===== src/rtl/pc_fetch_controller.sv =====
// Next-PC sequencer: chooses between sequential fetch, branch/jump redirects,
// load-use stalls and halt, and drives ProgramCounter and IF/ID control.
// Debug counters record stall cycles and redirects, saturating at all-ones.
module pc_fetch_controller #(
  parameter int unsigned ADDR_MAX     = 252,
  parameter int          FLUSH_CYCLES = 1,
  parameter int          CNT_W        = 16
) (
  input  logic             Clock,
  input  logic             Reset,
  input  logic [31:0]      PC,
  input  logic             Stall,
  input  logic             BranchTaken,
  input  logic [31:0]      BranchTarget,
  input  logic             Jump,
  input  logic [31:0]      JumpTarget,
  input  logic             JumpReg,
  input  logic [31:0]      RegTarget,
  input  logic             Halt,
  output logic [31:0]      NewPC,
  output logic             PCWriteEnable,
  output logic             IFIDWriteEnable,
  output logic             IFIDFlush,
  output logic             Halted,
  output logic [CNT_W-1:0] StallCount,
  output logic [CNT_W-1:0] RedirectCount
);

  typedef enum logic [1:0] {
    HOLD  = 2'd0,
    RUN   = 2'd1,
    FLUSH = 2'd2,
    HALT  = 2'd3
  } state_t;

  localparam logic [1:0]       FLUSH_LOAD = 2'(FLUSH_CYCLES - 1);
  localparam logic [CNT_W-1:0] CNT_MAX    = {CNT_W{1'b1}};

  state_t           state_r;
  state_t           state_s;
  logic [1:0]       flush_cnt_r;
  logic [1:0]       flush_cnt_s;
  logic [CNT_W-1:0] stall_cnt_r;
  logic [CNT_W-1:0] redir_cnt_r;
  logic             stall_inc_s;
  logic             redir_inc_s;
  logic             redirect_s;
  logic [31:0]      redirect_target_s;
  logic [31:0]      seq_pc_s;

  // Word-align an address and wrap anything past the top of instruction memory to 0.
  function automatic logic [31:0] legalize(input logic [31:0] addr);
    logic [31:0] aligned;
    aligned = {addr[31:2], 2'b00};
    if (aligned > 32'(ADDR_MAX)) begin
      legalize = 32'd0;
    end else begin
      legalize = aligned;
    end
  endfunction

  // Redirect source selection: branch is oldest, then jump-register, then jump.
  always_comb begin
    redirect_s        = BranchTaken | JumpReg | Jump;
    redirect_target_s = JumpTarget;
    seq_pc_s          = legalize(PC + 32'd4);
    if (BranchTaken) begin
      redirect_target_s = BranchTarget;
    end else if (JumpReg) begin
      redirect_target_s = RegTarget;
    end else begin
      redirect_target_s = JumpTarget;
    end
  end

  // Next-state and output decode; a redirect outranks a stall because the branch is older.
  always_comb begin
    state_s         = state_r;
    flush_cnt_s     = flush_cnt_r;
    NewPC           = 32'd0;
    PCWriteEnable   = 1'b0;
    IFIDWriteEnable = 1'b0;
    IFIDFlush       = 1'b1;
    Halted          = 1'b0;
    stall_inc_s     = 1'b0;
    redir_inc_s     = 1'b0;
    case (state_r)
      HOLD: begin
        state_s     = RUN;
        flush_cnt_s = 2'd0;
      end
      RUN, FLUSH: begin
        if (Halt) begin
          NewPC       = PC;
          state_s     = HALT;
          flush_cnt_s = 2'd0;
        end else if (redirect_s) begin
          NewPC           = legalize(redirect_target_s);
          PCWriteEnable   = 1'b1;
          IFIDWriteEnable = 1'b1;
          IFIDFlush       = 1'b1;
          redir_inc_s     = 1'b1;
          if (FLUSH_CYCLES > 1) begin
            state_s     = FLUSH;
            flush_cnt_s = FLUSH_LOAD;
          end else begin
            state_s     = RUN;
            flush_cnt_s = 2'd0;
          end
        end else if (state_r == FLUSH) begin
          // Wrong-path fetches keep moving but are squashed; stalls do not apply here.
          NewPC           = seq_pc_s;
          PCWriteEnable   = 1'b1;
          IFIDWriteEnable = 1'b1;
          IFIDFlush       = 1'b1;
          flush_cnt_s     = flush_cnt_r - 2'd1;
          if (flush_cnt_r <= 2'd1) begin
            state_s = RUN;
          end else begin
            state_s = FLUSH;
          end
        end else if (Stall) begin
          NewPC       = PC;
          IFIDFlush   = 1'b0;
          stall_inc_s = 1'b1;
        end else begin
          NewPC           = seq_pc_s;
          PCWriteEnable   = 1'b1;
          IFIDWriteEnable = 1'b1;
          IFIDFlush       = 1'b0;
        end
      end
      HALT: begin
        NewPC  = PC;
        Halted = 1'b1;
      end
      default: begin
        state_s     = HOLD;
        flush_cnt_s = 2'd0;
      end
    endcase
  end

  // State and flush-counter registers.
  always_ff @(posedge Clock or posedge Reset) begin
    if (Reset) begin
      state_r     <= HOLD;
      flush_cnt_r <= 2'd0;
    end else begin
      state_r     <= state_s;
      flush_cnt_r <= flush_cnt_s;
    end
  end

  // Saturating debug counters.
  always_ff @(posedge Clock or posedge Reset) begin
    if (Reset) begin
      stall_cnt_r <= {CNT_W{1'b0}};
      redir_cnt_r <= {CNT_W{1'b0}};
    end else begin
      if (stall_inc_s && (stall_cnt_r != CNT_MAX)) begin
        stall_cnt_r <= stall_cnt_r + CNT_W'(1);
      end
      if (redir_inc_s && (redir_cnt_r != CNT_MAX)) begin
        redir_cnt_r <= redir_cnt_r + CNT_W'(1);
      end
    end
  end

  assign StallCount    = stall_cnt_r;
  assign RedirectCount = redir_cnt_r;

endmodule

===== config.mk =====
export PLATFORM = sky130hd
export DESIGN_NAME = pc_fetch_controller
export DESIGN_NICKNAME = d
export VERILOG_FILES = /design/src/rtl/pc_fetch_controller.sv
export SDC_FILE = /design/constraint.sdc
export NUM_CORES = 1
export LEC_CHECK = 0
export BUFFER_PORTS_ARGS = -buffer_cell sky130_fd_sc_hd__buf_4
export CORE_MARGIN = 8
export CORE_UTILIZATION = 45
export DETAILED_ROUTE_END_ITERATION = 7
export PLACE_DENSITY = 0.8
export SYNTH_ARGS = -nofsm -noshare
export SYNTH_HDL_FRONTEND = slang
export SYNTH_SLANG_ARGS = --single-unit

===== constraint.sdc =====
create_clock -name Clock -period 3.7 [get_ports Clock]
set_input_delay 0.555 -clock Clock [delete_from_list [all_inputs] [get_ports Clock]]
set_output_delay 0.555 -clock Clock [all_outputs]
set_load 0.02 [all_outputs]

==> flow_summary.json, run 1 <==
{
  "status": "finished, final reports clean",
  "slowest_stage": "a2111oi_4",
  "layout.nets": 778,
  "ys_ff_latch": 36,
  "synth.avg_cell_area_sq_um": 7.88,
  "ant_nets": 0,
  "routed_wirelength_um": 12500,
  "syn_inst": 428,
  "max-clock-path-buffers": 2,
  "grt_pass1_vias": 4054,
  "drive_above_1_share_pct": 39.6,
  "reg2regPathDepth": 8,
  "io_pins": 203,
  "viasPerCell": 5.48,
  "yosysSeqAreaShare_pct": 26.7,
  "final_cell_mix": "211 x buf_4, 59 x nor2_1, 41 x nand2_1",
  "io_buffers": 196,
  "setup_viol": 0,
  "ys.flop_type": "dfrtp_1",
  "area_delta_synth_final_pct": 53.0,
  "ctsResizeCount": 0,
  "num_vias": 4018,
  "cpPeakStageDelay_ps": 450,
  "coreArea_sq_um": 7250,
  "start_util_pct": 46.5,
  "grt_use_total_pct": 23.0,
  "power-per-cell-area_nw_per_um2": 350,
  "root_buffer": "clkbuf_8",
  "final.setup.worst_slack_ps": 86.6,
  "cts-htree-levels": 2,
  "numCtsBuffers": 5,
  "grt_pass1_wl_um": 19700,
  "cts_tree": "done",
  "worstPathArrival_ps": 3060,
  "async_flop_share_pct": 100,
  "final_common_cell": "buf_4",
  "pre_cts_slack_ps": 36.3,
  "n_antenna_cell": 0,
  "cp_max_fo": 8,
  "fin_cells": 733,
  "ir_drop_mv": 0.478,
  "hold_class": "input port to asynchronous set/reset pin",
  "die_w_um": 103,
  "relSlewSlack_pct": 49.5,
  "post_cts_buffers": 0,
  "cts.sinks": 36,
  "grt-ovfl-total": 0,
  "skew_ps": 6.25,
  "fmax_mhz": 277,
  "die_height_um": 103,
  "dpl.hpwl_um": 10400,
  "worstMarginPinSlew_ps": 746,
  "drt_iter0_drc": 211,
  "period_share_pct": 97.7,
  "drcViolationCount": 0,
  "synthesis.area_sq_um": 3370,
  "period_minus_slack_ps": 3610,
  "cts_hold_buf": 0,
  "path_buf_inv": 2,
  "path_cells": "buf_4 > ha_2 > and4_4 > and4_2 > o21ai_0 > a2111oi_4 > nand4_4 > or3_1 > a311oi_2 > buf_4",
  "gp_congestion": 0.920,
  "p_leak_uw": 0.00243,
  "cpMostUsedCell": "buf_4",
  "fin_util_pct": 71.2,
  "cp_num_cells": 10,
  "slew_violations": 0,
  "startpoint_type": "input port",
  "row_count": 31,
  "clock_latency_ps": 290,
  "required_ps": 3140,
  "crit_family": "simple AND/OR/NAND/NOR gates",
  "dr.pass1.iters": 5,
  "syn_nets": 573,
  "dieArea_sq_um": 10500,
  "clk_pin_slew_ps": 80,
  "finalHoldViolations": 0,
  "grt_max_degree": 37,
  "dp.cells": 725,
  "whs_ps": 365,
  "critPathKind": "input port to output pin",
  "antenna_found_initial": 0,
  "ys_types": 58,
  "cp-end-kind": "output pin",
  "cap_violations": 0,
  "synth-edff-count": 0,
  "drt-wirelength-per-cell_um": 17.1,
  "yosys_warnings": 0
}
[flip-flops by register name, summed over array words and instances (netlist names)]
register and count:
state_r 2, StallCount 16, flush_cnt_r 2, RedirectCount 16
[through the flow]
step                cell area, sq um  TNS (ps)  power (uW)
floorplan                       3370         0        1050
global placement                5020         0        1500
detailed placement              5020         0        1520
CTS                             5110         0        1810
global route                    5160     -30.8        1930
finish                          5160         0        1810
[where the power goes]
part | internal, uW | switching (uW) | total, uW | leakage [uW]
combinational | 464 | 547 | 1010 | 0.00189
sequential | 447 | 61.6 | 508 | 0.000483
clock | 149 | 141 | 290 | 0.0000510
[cell usage after synthesis, drive strengths merged (4+ instances only)]
cell type  number  area, sq um
mux2i           8         80.1
a211oi          6         45.0
dfrtp          36          901
inv            12         45.0
a31oi           7         43.8
ha             10          125
a22oi           7         52.6
nand2          41          154
nor2           59          221
nor3           15         75.1
buf             6         38.8
xnor2          24          218
nand3          21          130
a221oi          7         61.3
nand4          10         77.6
o21ai          12         60.1
nand3b          4         30.0
a21oi          18         90.1
or2             7         43.8
or4             4         30.0
clkbuf          7         27.5
or3             6         37.5
nor4           18          134
and3           11         68.8
xor2           14          123
and2           25          156
[worst min-delay path, stage by stage]
cell and delay [ps]:
buf_4 100, inv_1 40, buf_4 380
[area by class of cell]
cell class                      count  area, sq um
Inverter                           12         45.0
Clock buffer                        6         82.6
Tap cell                           99          124
Multi-Input combinational cell    367         2420
Sequential cell                    36          901
Fill cell                         579         2090
Clock inverter                      2         10.0
Timing Repair Buffer              211         1580
[logic make-up after synthesis]
group / synth area share, %
adder cells (fa/ha/maj): 3.71
multiplexers: 3.04
AND/OR/NAND/NOR: 37.2
buffers and inverters: 3.30
AO/OA/AOI/OAI: 15.9
flip-flops: 26.7
XOR/XNOR: 10.1
[per-layer routing]
| metal | global-route usage, % | up-vias | wire length, um |
|---|---|---|---|
| met5 | 0 | - | 0 |
| met4 | 6.43 | 0 | 225 |
| met3 | 4.05 | 18 | 1130 |
| met2 | 39.8 | 166 | 5970 |
| met1 | 28.5 | 1862 | 5220 |
| li1 | - | 1972 | - |
[path summary, 6_finish.rpt]
check / from / to / slack (ps)
hold reg to reg: flush_cnt_r[0] / flush_cnt_r[0] / 480
setup reg to reg: state_r[0] / StallCount[9] / 970
min in group Clock: flush_cnt_r[0] / flush_cnt_r[0] / 480
max in group asynchronous: Reset / RedirectCount[8] / 3020
setup / recovery: PC[2] / NewPC[3] / 90
hold / removal: Reset / StallCount[7] / 370
No activity file was read; power rests on OpenSTA's default activity.
==> inputs of run 2 (changes only) <==
Settings changed: CAP_MARGIN from default to 20.
Clock period 3.7 ns to 4 ns, I/O delays scaled along.
==> run 2 against run 1 <==
Compared with the run above: critical path depth increased by 1; clock skew decreased by 3.8 ps; critical endpoint is now NewPC[2]; sequential power decreased by 7.1%; flip-flop and latch count unchanged; clock power decreased by 10%; critical path type unchanged; global-route usage decreased by 0.78 points; die area unchanged.
==> flow_summary.json, run 2 (synthesis gave the netlist of run 1 again) <==
{
  "numCtsBuffers": 5,
  "grt_max_degree": 37,
  "io_buffers": 196,
  "drt_iter0_drc": 207,
  "slew_violations": 0,
  "grt_use_total_pct": 22.2,
  "dpl.hpwl_um": 10300,
  "cp_max_fo": 21,
  "register_area_sq_um": 901,
  "num_vias": 3982,
  "io_pins": 203,
  "final_cell_mix": "202 x buf_4, 59 x nor2_1, 41 x nand2_1",
  "root_buffer": "clkbuf_8",
  "r2r_slack_ps": 1260,
  "cp-end-kind": "output pin",
  "gr-usage-met2_pct": 37.6,
  "routed_wirelength_um": 12300,
  "die_height_um": 103,
  "rsz0062_at_grt": "false",
  "grt.busiest_layer": "met2",
  "rr_endpoint": "StallCount[9]",
  "drcViolationCount": 0,
  "pwr-share-seq_pct": 28.5,
  "drt-wirelength-per-cell_um": 16.9,
  "worstMarginPinSlew_ps": 736,
  "clkPwrFrac_pct": 15.8,
  "relSlewSlack_pct": 50.2,
  "start_util_pct": 46.5,
  "row_count": 31,
  "pre_cts_slack_ps": 160,
  "layout.nets": 769,
  "antenna_found_initial": 0,
  "dr.pass1.iters": 5,
  "critPathKind": "input port to output pin",
  "r2r-start": "state_r[0]",
  "fmax_mhz": 265,
  "power_frac_comb_pct": 55.7,
  "netSwitchingFraction_pct": 41.0,
  "period_share_pct": 94.5,
  "stdcell_area_sq_um": 5050,
  "ant_nets": 0,
  "hold_class": "input port to asynchronous set/reset pin",
  "whs_ps": 416,
  "post_cts_buffers": 0,
  "max-clock-path-buffers": 2,
  "multi_input_area_sq_um": 2370,
  "final_common_cell": "buf_4",
  "area_delta_synth_final_pct": 49.6,
  "final.setup.worst_slack_ps": 222,
  "grt_pass1_wl_um": 19000,
  "clk_pin_slew_ps": 70,
  "reg2regPathDepth": 8,
  "grt-ovfl-total": 0,
  "cap_violations": 0,
  "ir_drop_mv": 0.353,
  "die_w_um": 103,
  "worstPathArrival_ps": 3180,
  "place_area_sq_um": 4950,
  "cts_tree": "done",
  "finalSetupTns_ps": 0,
  "finalHoldViolations": 0,
  "startpoint_type": "input port",
  "p_sw_uw": 678,
  "power-per-cell-area_nw_per_um2": 328,
  "gp_congestion": 0.901,
  "grt_util_met1_pct": 28.1,
  "setup_viol": 0,
  "p_leak_uw": 0.00238,
  "skew_ps": 2.48,
  "clock_latency_ps": 280,
  "status": "finished, final reports clean",
  "fillers": 624,
  "cts-htree-levels": 2,
  "required_ps": 3400,
  "cts.sinks": 36,
  "viasPerCell": 5.50,
  "grt_pass1_vias": 3827,
  "coreArea_sq_um": 7250,
  "p_int_uw": 976,
  "drive_above_1_share_pct": 37.1,
  "grt.met3_usage_pct": 4.39,
  "n_antenna_cell": 0,
  "period_minus_slack_ps": 3780,
  "dieArea_sq_um": 10500
}
## run 2: cell types whose count changed in the layout (fill, tap and decap cells not counted), moves of 2 or more
cell	previous run	this run
clkbuf_1	0	2
nor4_2	5	1
clkinv_2	2	0
buf_4	211	202
nor4_1	12	16
## run 2: layout make-up
type | instances | share of cell area, %
multi-input combinational | 367 | 47.0
timing repair buffer | 202 | 30.0
sequential | 36 | 17.8
tap | 99 | 2.45
clock buffer | 8 | 1.78
inverter | 12 | 0.892
## run 2: stage by stage
stage	total power, uW	utilization (%)	std cells
6_report	1650	69.6	724
5_1_grt	1760	69.6	724
3_5_place_dp	1400	68.2	716
3_3_place_gp	1380	68.2	716
2_1_floorplan	974	-	428
4_1_cts	1660	69.5	724
## run 2: worst max-delay path by stage
stage | start | endpoint
final | JumpReg | NewPC[2]
after global routing | JumpReg | NewPC[2]
after CTS | PC[2] | NewPC[3]
after detailed placement | PC[2] | NewPC[3]
after global placement | PC[2] | NewPC[3]
after floorplan | PC[2] | NewPC[3]
## run 2: power by group through the flow
stage / registers, uW / clock network (uW) / logic (uW)
2_1_floorplan: 519 / 0 / 455
3_3_place_gp: 474 / 0 / 906
3_5_place_dp: 477 / 0 / 923
4_1_cts: 472 / 266 / 924
5_1_grt: 479 / 287 / 991
6_report: 472 / 261 / 921
## run 2: timing repair
action,in CTS,in global routing
resized for setup,0,2
setup endpoints to repair,0,1
hold buffers,0,0
## run 2: routing by layer
layer | up-vias | share of wire (%)
li1 | 1953 | -
met1 | 1836 | 42
met3 | 16 | 9.9
met2 | 177 | 47
met5 | - | 0
met4 | 0 | 1.6
## run 2: critical path, cell delays in order
cell     delay, ps
buf_4          210
nor2b_1        160
buf_4          230
a21oi_1         90
nor4_1         360
a31oi_1        170
or3_1          410
o32ai_1        310
nand3_1        120
a31oi_1        310
buf_4          200
